[src/rtl/hazard_pkg.sv]
// hazard_pkg: shared types and helpers for the forward/hazard controller.
//   FWD_*   : forward-mux select encodings (2'b11 is never produced)
//   slot_t  : one shadow-pipeline entry {valid, rd, regwrite, memread}
//   fwd_sel : nearest-producer forward select for one source register
package hazard_pkg;

  // Register-index width carried in a slot.
  localparam int RD_W = 5;

  localparam logic [1:0] FWD_NONE = 2'b00;
  localparam logic [1:0] FWD_MEM  = 2'b01;
  localparam logic [1:0] FWD_WB   = 2'b10;

  typedef struct packed {
    logic            valid;
    logic [RD_W-1:0] rd;
    logic            regwrite;
    logic            memread;
  } slot_t;

  // The EX slot is checked first: that producer is the nearer one once the
  // consumer reaches EX, so it must win over the older MEM producer.
  function automatic logic [1:0] fwd_sel(input logic [RD_W-1:0] src,
                                         input slot_t ex,
                                         input slot_t mem);
    logic [1:0] sel;
    sel = FWD_NONE;
    if (src != '0) begin
      if (ex.valid && ex.regwrite && (ex.rd == src)) begin
        sel = FWD_MEM;
      end else if (mem.valid && mem.regwrite && (mem.rd == src)) begin
        sel = FWD_WB;
      end
    end
    return sel;
  endfunction

endpackage

[src/rtl/hazard_slot_pipe.sv]
// hazard_slot_pipe: three-entry shadow of destination-register info that
// tracks the instructions sitting in EX, MEM and WB.
//   clk, rst   : clock, synchronous active-high reset (all slots invalid)
//   hold       : freeze every slot
//   id_slot_i  : entry entering EX on advance (caller passes '0 for a bubble)
//   ex_o/mem_o/wb_o : current slot contents
module hazard_slot_pipe
  import hazard_pkg::*;
(
  input  logic  clk,
  input  logic  rst,
  input  logic  hold,
  input  slot_t id_slot_i,
  output slot_t ex_o,
  output slot_t mem_o,
  output slot_t wb_o
);

  slot_t ex_q, ex_d;
  slot_t mem_q, mem_d;
  slot_t wb_q, wb_d;

  // The entry leaving WB is simply overwritten: the register file is
  // write-through, so nothing downstream of WB needs tracking.
  always_comb begin
    ex_d  = ex_q;
    mem_d = mem_q;
    wb_d  = wb_q;
    if (!hold) begin
      ex_d  = id_slot_i;
      mem_d = ex_q;
      wb_d  = mem_q;
    end
  end

  always_ff @(posedge clk) begin
    if (rst) begin
      ex_q  <= '0;
      mem_q <= '0;
      wb_q  <= '0;
    end else begin
      ex_q  <= ex_d;
      mem_q <= mem_d;
      wb_q  <= wb_d;
    end
  end

  assign ex_o  = ex_q;
  assign mem_o = mem_q;
  assign wb_o  = wb_q;

endmodule

[src/rtl/forward_hazard_ctrl.sv]
// forward_hazard_ctrl: operand-forward selects and load-use stall for a
// 5-stage pipeline. Compares the ID-stage sources against a shadow of the
// EX/MEM producers and registers the selects alongside the ID/EX register.
//   iClk, iReset         : clock, synchronous active-high reset
//   iHold                : global freeze (slots and cmd registers hold)
//   iFlush               : squash the ID instruction (bubble into EX)
//   iIdValid/Rs/Rt/Rd    : ID instruction and its register indices
//   iIdRegWrite/MemRead  : ID instruction writes the regfile / is a load
//   oForwardCmdA/B       : 00 regfile, 01 from MEM, 10 from WB
//   oStall               : combinational load-use stall (one cycle)
//   oStallCount/oFwdCount: saturating statistics, present only when the
//                          HAZARD_STATS_EN macro is defined
// REG_ADDR_W must equal hazard_pkg::RD_W, the index width stored in a slot.
module forward_hazard_ctrl
  import hazard_pkg::*;
#(
  parameter int REG_ADDR_W = RD_W
`ifdef HAZARD_STATS_EN
  , parameter int STAT_W = 32
`endif
) (
  input  logic                  iClk,
  input  logic                  iReset,
  input  logic                  iHold,
  input  logic                  iFlush,
  input  logic                  iIdValid,
  input  logic [REG_ADDR_W-1:0] iIdRs,
  input  logic [REG_ADDR_W-1:0] iIdRt,
  input  logic [REG_ADDR_W-1:0] iIdRd,
  input  logic                  iIdRegWrite,
  input  logic                  iIdMemRead,
  output logic [1:0]            oForwardCmdA,
  output logic [1:0]            oForwardCmdB,
  output logic                  oStall
`ifdef HAZARD_STATS_EN
  , output logic [STAT_W-1:0]   oStallCount
  , output logic [STAT_W-1:0]   oFwdCount
`endif
);

  slot_t ex_slot, mem_slot, wb_slot_unused;
  slot_t id_slot;
  logic  stall;
  logic  bubble;
  logic [1:0] cmd_a_q, cmd_a_d;
  logic [1:0] cmd_b_q, cmd_b_d;

  hazard_slot_pipe u_slot_pipe (
    .clk       (iClk),
    .rst       (iReset),
    .hold      (iHold),
    .id_slot_i (id_slot),
    .ex_o      (ex_slot),
    .mem_o     (mem_slot),
    .wb_o      (wb_slot_unused)
  );

  // A load in EX cannot forward yet; hold the consumer in ID for one cycle.
  // The bubble that follows clears EX.memread, so the stall cannot repeat.
  // When ID does not advance into EX (flush, stall, no instruction) the
  // entry and its selects are zeroed, so a bubble never carries a forward.
  always_comb begin
    stall = iIdValid && ex_slot.valid && ex_slot.memread && (ex_slot.rd != '0) &&
            ((ex_slot.rd == iIdRs) || (ex_slot.rd == iIdRt));
    bubble  = iFlush || stall || !iIdValid;
    id_slot = '0;
    cmd_a_d = cmd_a_q;
    cmd_b_d = cmd_b_q;
    if (!bubble) begin
      id_slot.valid    = 1'b1;
      id_slot.rd       = iIdRd;
      id_slot.regwrite = iIdRegWrite;
      id_slot.memread  = iIdMemRead;
    end
    if (!iHold) begin
      cmd_a_d = bubble ? FWD_NONE : fwd_sel(iIdRs, ex_slot, mem_slot);
      cmd_b_d = bubble ? FWD_NONE : fwd_sel(iIdRt, ex_slot, mem_slot);
    end
  end

  always_ff @(posedge iClk) begin
    if (iReset) begin
      cmd_a_q <= FWD_NONE;
      cmd_b_q <= FWD_NONE;
    end else begin
      cmd_a_q <= cmd_a_d;
      cmd_b_q <= cmd_b_d;
    end
  end

  assign oForwardCmdA = cmd_a_q;
  assign oForwardCmdB = cmd_b_q;
  assign oStall       = stall;

`ifdef HAZARD_STATS_EN
  logic [STAT_W-1:0] stall_cnt_q, stall_cnt_d;
  logic [STAT_W-1:0] fwd_cnt_q, fwd_cnt_d;
  logic [1:0]        fwd_inc;
  logic [STAT_W:0]   fwd_sum;

  // Both counters stick at all-ones rather than wrapping.
  always_comb begin
    stall_cnt_d = stall_cnt_q;
    fwd_cnt_d   = fwd_cnt_q;
    fwd_inc     = {1'b0, (cmd_a_d != FWD_NONE)} + {1'b0, (cmd_b_d != FWD_NONE)};
    fwd_sum     = {1'b0, fwd_cnt_q} + {{(STAT_W-1){1'b0}}, fwd_inc};
    if (!iHold) begin
      if (stall && !(&stall_cnt_q)) begin
        stall_cnt_d = stall_cnt_q + {{(STAT_W-1){1'b0}}, 1'b1};
      end
      fwd_cnt_d = fwd_sum[STAT_W] ? '1 : fwd_sum[STAT_W-1:0];
    end
  end

  always_ff @(posedge iClk) begin
    if (iReset) begin
      stall_cnt_q <= '0;
      fwd_cnt_q   <= '0;
    end else begin
      stall_cnt_q <= stall_cnt_d;
      fwd_cnt_q   <= fwd_cnt_d;
    end
  end

  assign oStallCount = stall_cnt_q;
  assign oFwdCount   = fwd_cnt_q;
`endif

endmodule

[config.mk]
export PLATFORM = sky130hd
export DESIGN_NAME = forward_hazard_ctrl
export DESIGN_NICKNAME = d
export VERILOG_FILES = /design/src/rtl/hazard_pkg.sv /design/src/rtl/hazard_slot_pipe.sv /design/src/rtl/forward_hazard_ctrl.sv
export SDC_FILE = /design/constraint.sdc
export NUM_CORES = 1
export LEC_CHECK = 0
export ABC_AREA = 1
export CORE_UTILIZATION = 53
export DETAILED_ROUTE_END_ITERATION = 8
export PLACE_DENSITY = 0.83
export SETUP_SLACK_MARGIN = 0.1
export SYNTH_ARGS = -nofsm -noshare
export SYNTH_HDL_FRONTEND = slang
export SYNTH_SLANG_ARGS = --single-unit
[constraint.sdc]
create_clock -name iClk -period 3.1 [get_ports iClk]
set_input_delay 0.62 -clock iClk [delete_from_list [all_inputs] [get_ports iClk]]
set_output_delay 0.62 -clock iClk [all_outputs]
set_load 0.01 [all_outputs]
==> qor.yml <==
grt:
  antenna_found_initial: 0
  grt_first_pass_wirelength_mm: 4.52
  grt_max_degree: 23
  grt_use_total_pct: 24.0
  grt_overflow: 0
  grt_pass1_vias: 1059
setup_path:
  critPathLaunchType: "input pin"
  cp_data_arrival_time_ns: 2.29
  cp.required_ns: 2.48
  endpoint_kind: "output pin"
  cp_max_fo: 4
  path_class: "in -> out"
logic_synthesis:
  postSynthCellCount: 178
  ys_async_sr_fraction_pct: 0
  synth-simple-area-share_pct: 40.9
  synth_compound_area_share_pct: 13.9
  synth_top_family_by_area: "simple AND/OR/NAND/NOR gates"
  synth_area_per_cell_um2: 6.79
  synth_flop_cell: "dfxtp_1"
  synth-edff-count: 0
  ys_ff_latch: 19
  synthXorXnorAreaFrac_pct: 3.62
  synthesis.area_um2: 1210
  synthAdderAreaFrac_pct: 0
  ys_types: 27
  yosys_warnings: 0
  seq_area_frac_synth_pct: 31.5
  synthMuxAreaShare_pct: 0
  syn-num-nets: 200
drt:
  drtPass1Iterations: 4
  drc: 0
  vias: 1177
  antenna_left: 0
  drt-vias-per-instance: 5.10
  drtIter0Drc: 27
  drt_wl_total_mm: 2.74
  wire_per_inst_um: 11.9
placement:
  io_buffers: 26
  finalWeightedCongestion: 0.942
  dp_hpwl_mm: 2.14
  placedCellCount: 227
  placed_area_um2: 1470
floorplan:
  num_rows: 16
  floorplan.initialDensity_pct: 59.2
  die_w_um: 49.8
  dieArea_um2: 2480
  die_height_um: 49.8
  core_area_um2: 2040
  io_pins: 27
timing:
  grt_setup_unrepaired: "false"
  slew_violations: 0
  finalSetupViolCount: 0
  tightest_slew_ns: 0.848
  slew_headroom_pct: 43.3
  tns_ns: 0
  timing.final.crit_share_pct: 93.9
  finalHoldViolCount: 0
  min_period_ns: 2.91
  skew_ns: 0.000848
  clock.fmax_mhz: 344
clocking:
  htree_levels: 1
  clockBufferDepth: 2
  hold_buffers: 0
  clk_pin_slew_worst_paths_ns: 0.10
  cts_tree: "done"
  cts-root-buf: "clkbuf_4"
  numClockSinks: 19
  cts_buffers: 3
  clk_latency_ns: 0.29
cells_and_area:
  drive_above_1_share_pct: 18.1
  mostFrequentLayoutCell: "nand2_1"
  stdcell_count: 231
  final_cell_mix: "54 x nand2_1, 25 x clkdlybuf4s50_1, 21 x nor2_1"
  nets: 227
  finalInstanceArea_um2: 1500
  fin_util_pct: 73.6
  area_delta_synth_final_pct: 24.3
  antennaDiodeCount: 0
power_and_ir_drop:
  p_leak_uw: 0.000605
  total_power_uw: 473
  peakVddDrop_uv: 329
  power_density_nw_per_um2: 315
status:
  outcome: "finished clean"
hold_path:
  hold_class: "reg -> reg"
flow_run:
  maxCapViolations: 0
==> report_power, final <==
group          switching [uW]  internal, uW  total [uW]
sequential               6.95           251         258
clock                    73.4          50.0         123
combinational            47.5          44.7        92.2
total                     128           345         473
==> metal layers <==
layer,part of all wire (%),global-route usage (%),vias up
met5,0,0,-
met4,0.29,7.14,0
met3,3.4,2.78,2
met2,49,42.3,25
met1,47,30.4,537
li1,-,-,613
==> repair_timing <==
| item | in CTS | in global routing |
|---|---|---|
| buffers inserted | 0 | 0 |
| resized for setup | 0 | 1 |
| endpoints found under the setup margin | 0 | 1 |
==> stage by stage <==
step	worst slack, ns	hold WS [ns]
2_1_floorplan	1.17	0.445
3_3_place_gp	0.208	0.451
3_5_place_dp	0.199	0.458
4_1_cts	0.185	0.474
5_1_grt	0.112	0.488
6_report	0.189	0.475
==> kinds of logic after synthesis <==
family / count (synthesis)
xor gates and xnor gates: 5
and+or+nand+nor: 103
DFF: 19
AOI/OAI and AO/OA: 24
buffers and inverters: 27
==> critical path, stage by stage <==
cell	delay (ns)
clkdlybuf4s50_1	0.53
inv_1	0.07
nand2_1	0.06
nand2_1	0.06
nor2_2	0.12
nand3_2	0.12
nand2_2	0.10
nand2_4	0.05
inv_2	0.04
clkdlybuf4s50_1	0.52
==> path summary, 6_finish.rpt <==
kind / from / slack (ns) / depth (start not counted) / end
worst max-delay path: iIdRt[3] / 0.19 / 10 / oStall
worst min-delay path: u_slot_pipe.mem_o[7] / 0.48 / 2 / u_slot_pipe.mem_o[7]
worst max register to register: u_slot_pipe.ex_o[3] / 1.58 / 10 / oForwardCmdA[0]
worst min register to register: u_slot_pipe.mem_o[7] / 0.48 / 2 / u_slot_pipe.mem_o[7]
==> sequential cells by signal (all words and copies together) (netlist names) <==
signal	cells
oForwardCmdB	2
u_slot_pipe.mem_o	7
u_slot_pipe.ex_o	8
oForwardCmdA	2
==> cells in the mapped netlist (2+ instances only) <==
cell	count	share of area (%)
a211oi_1	5	3.1
a21oi_1	5	2.1
a21oi_2	9	6.5
clkbuf_1	2	0.62
dfxtp_1	19	31
inv_1	13	4.0
inv_2	7	2.2
nand2_1	54	17
nand2_2	2	1.0
nand3_1	8	3.3
nand3_2	9	7.5
nand4_1	2	1.0
nor2_1	21	6.5
nor2_2	3	1.6
nor3_1	2	0.83
o21ai_0	3	1.2
xnor2_1	2	1.4
xor2_1	3	2.2
==> cell type report <==
class / count / area, um2
multi-input cells: 132 / 706
inverters: 21 / 78.8
fillers: 185 / 539
clock buffers: 4 / 26.3
repair buffers: 28 / 278
well taps: 27 / 33.8
flip-flops and latches: 19 / 380
(Power assumes the default switching activity.)
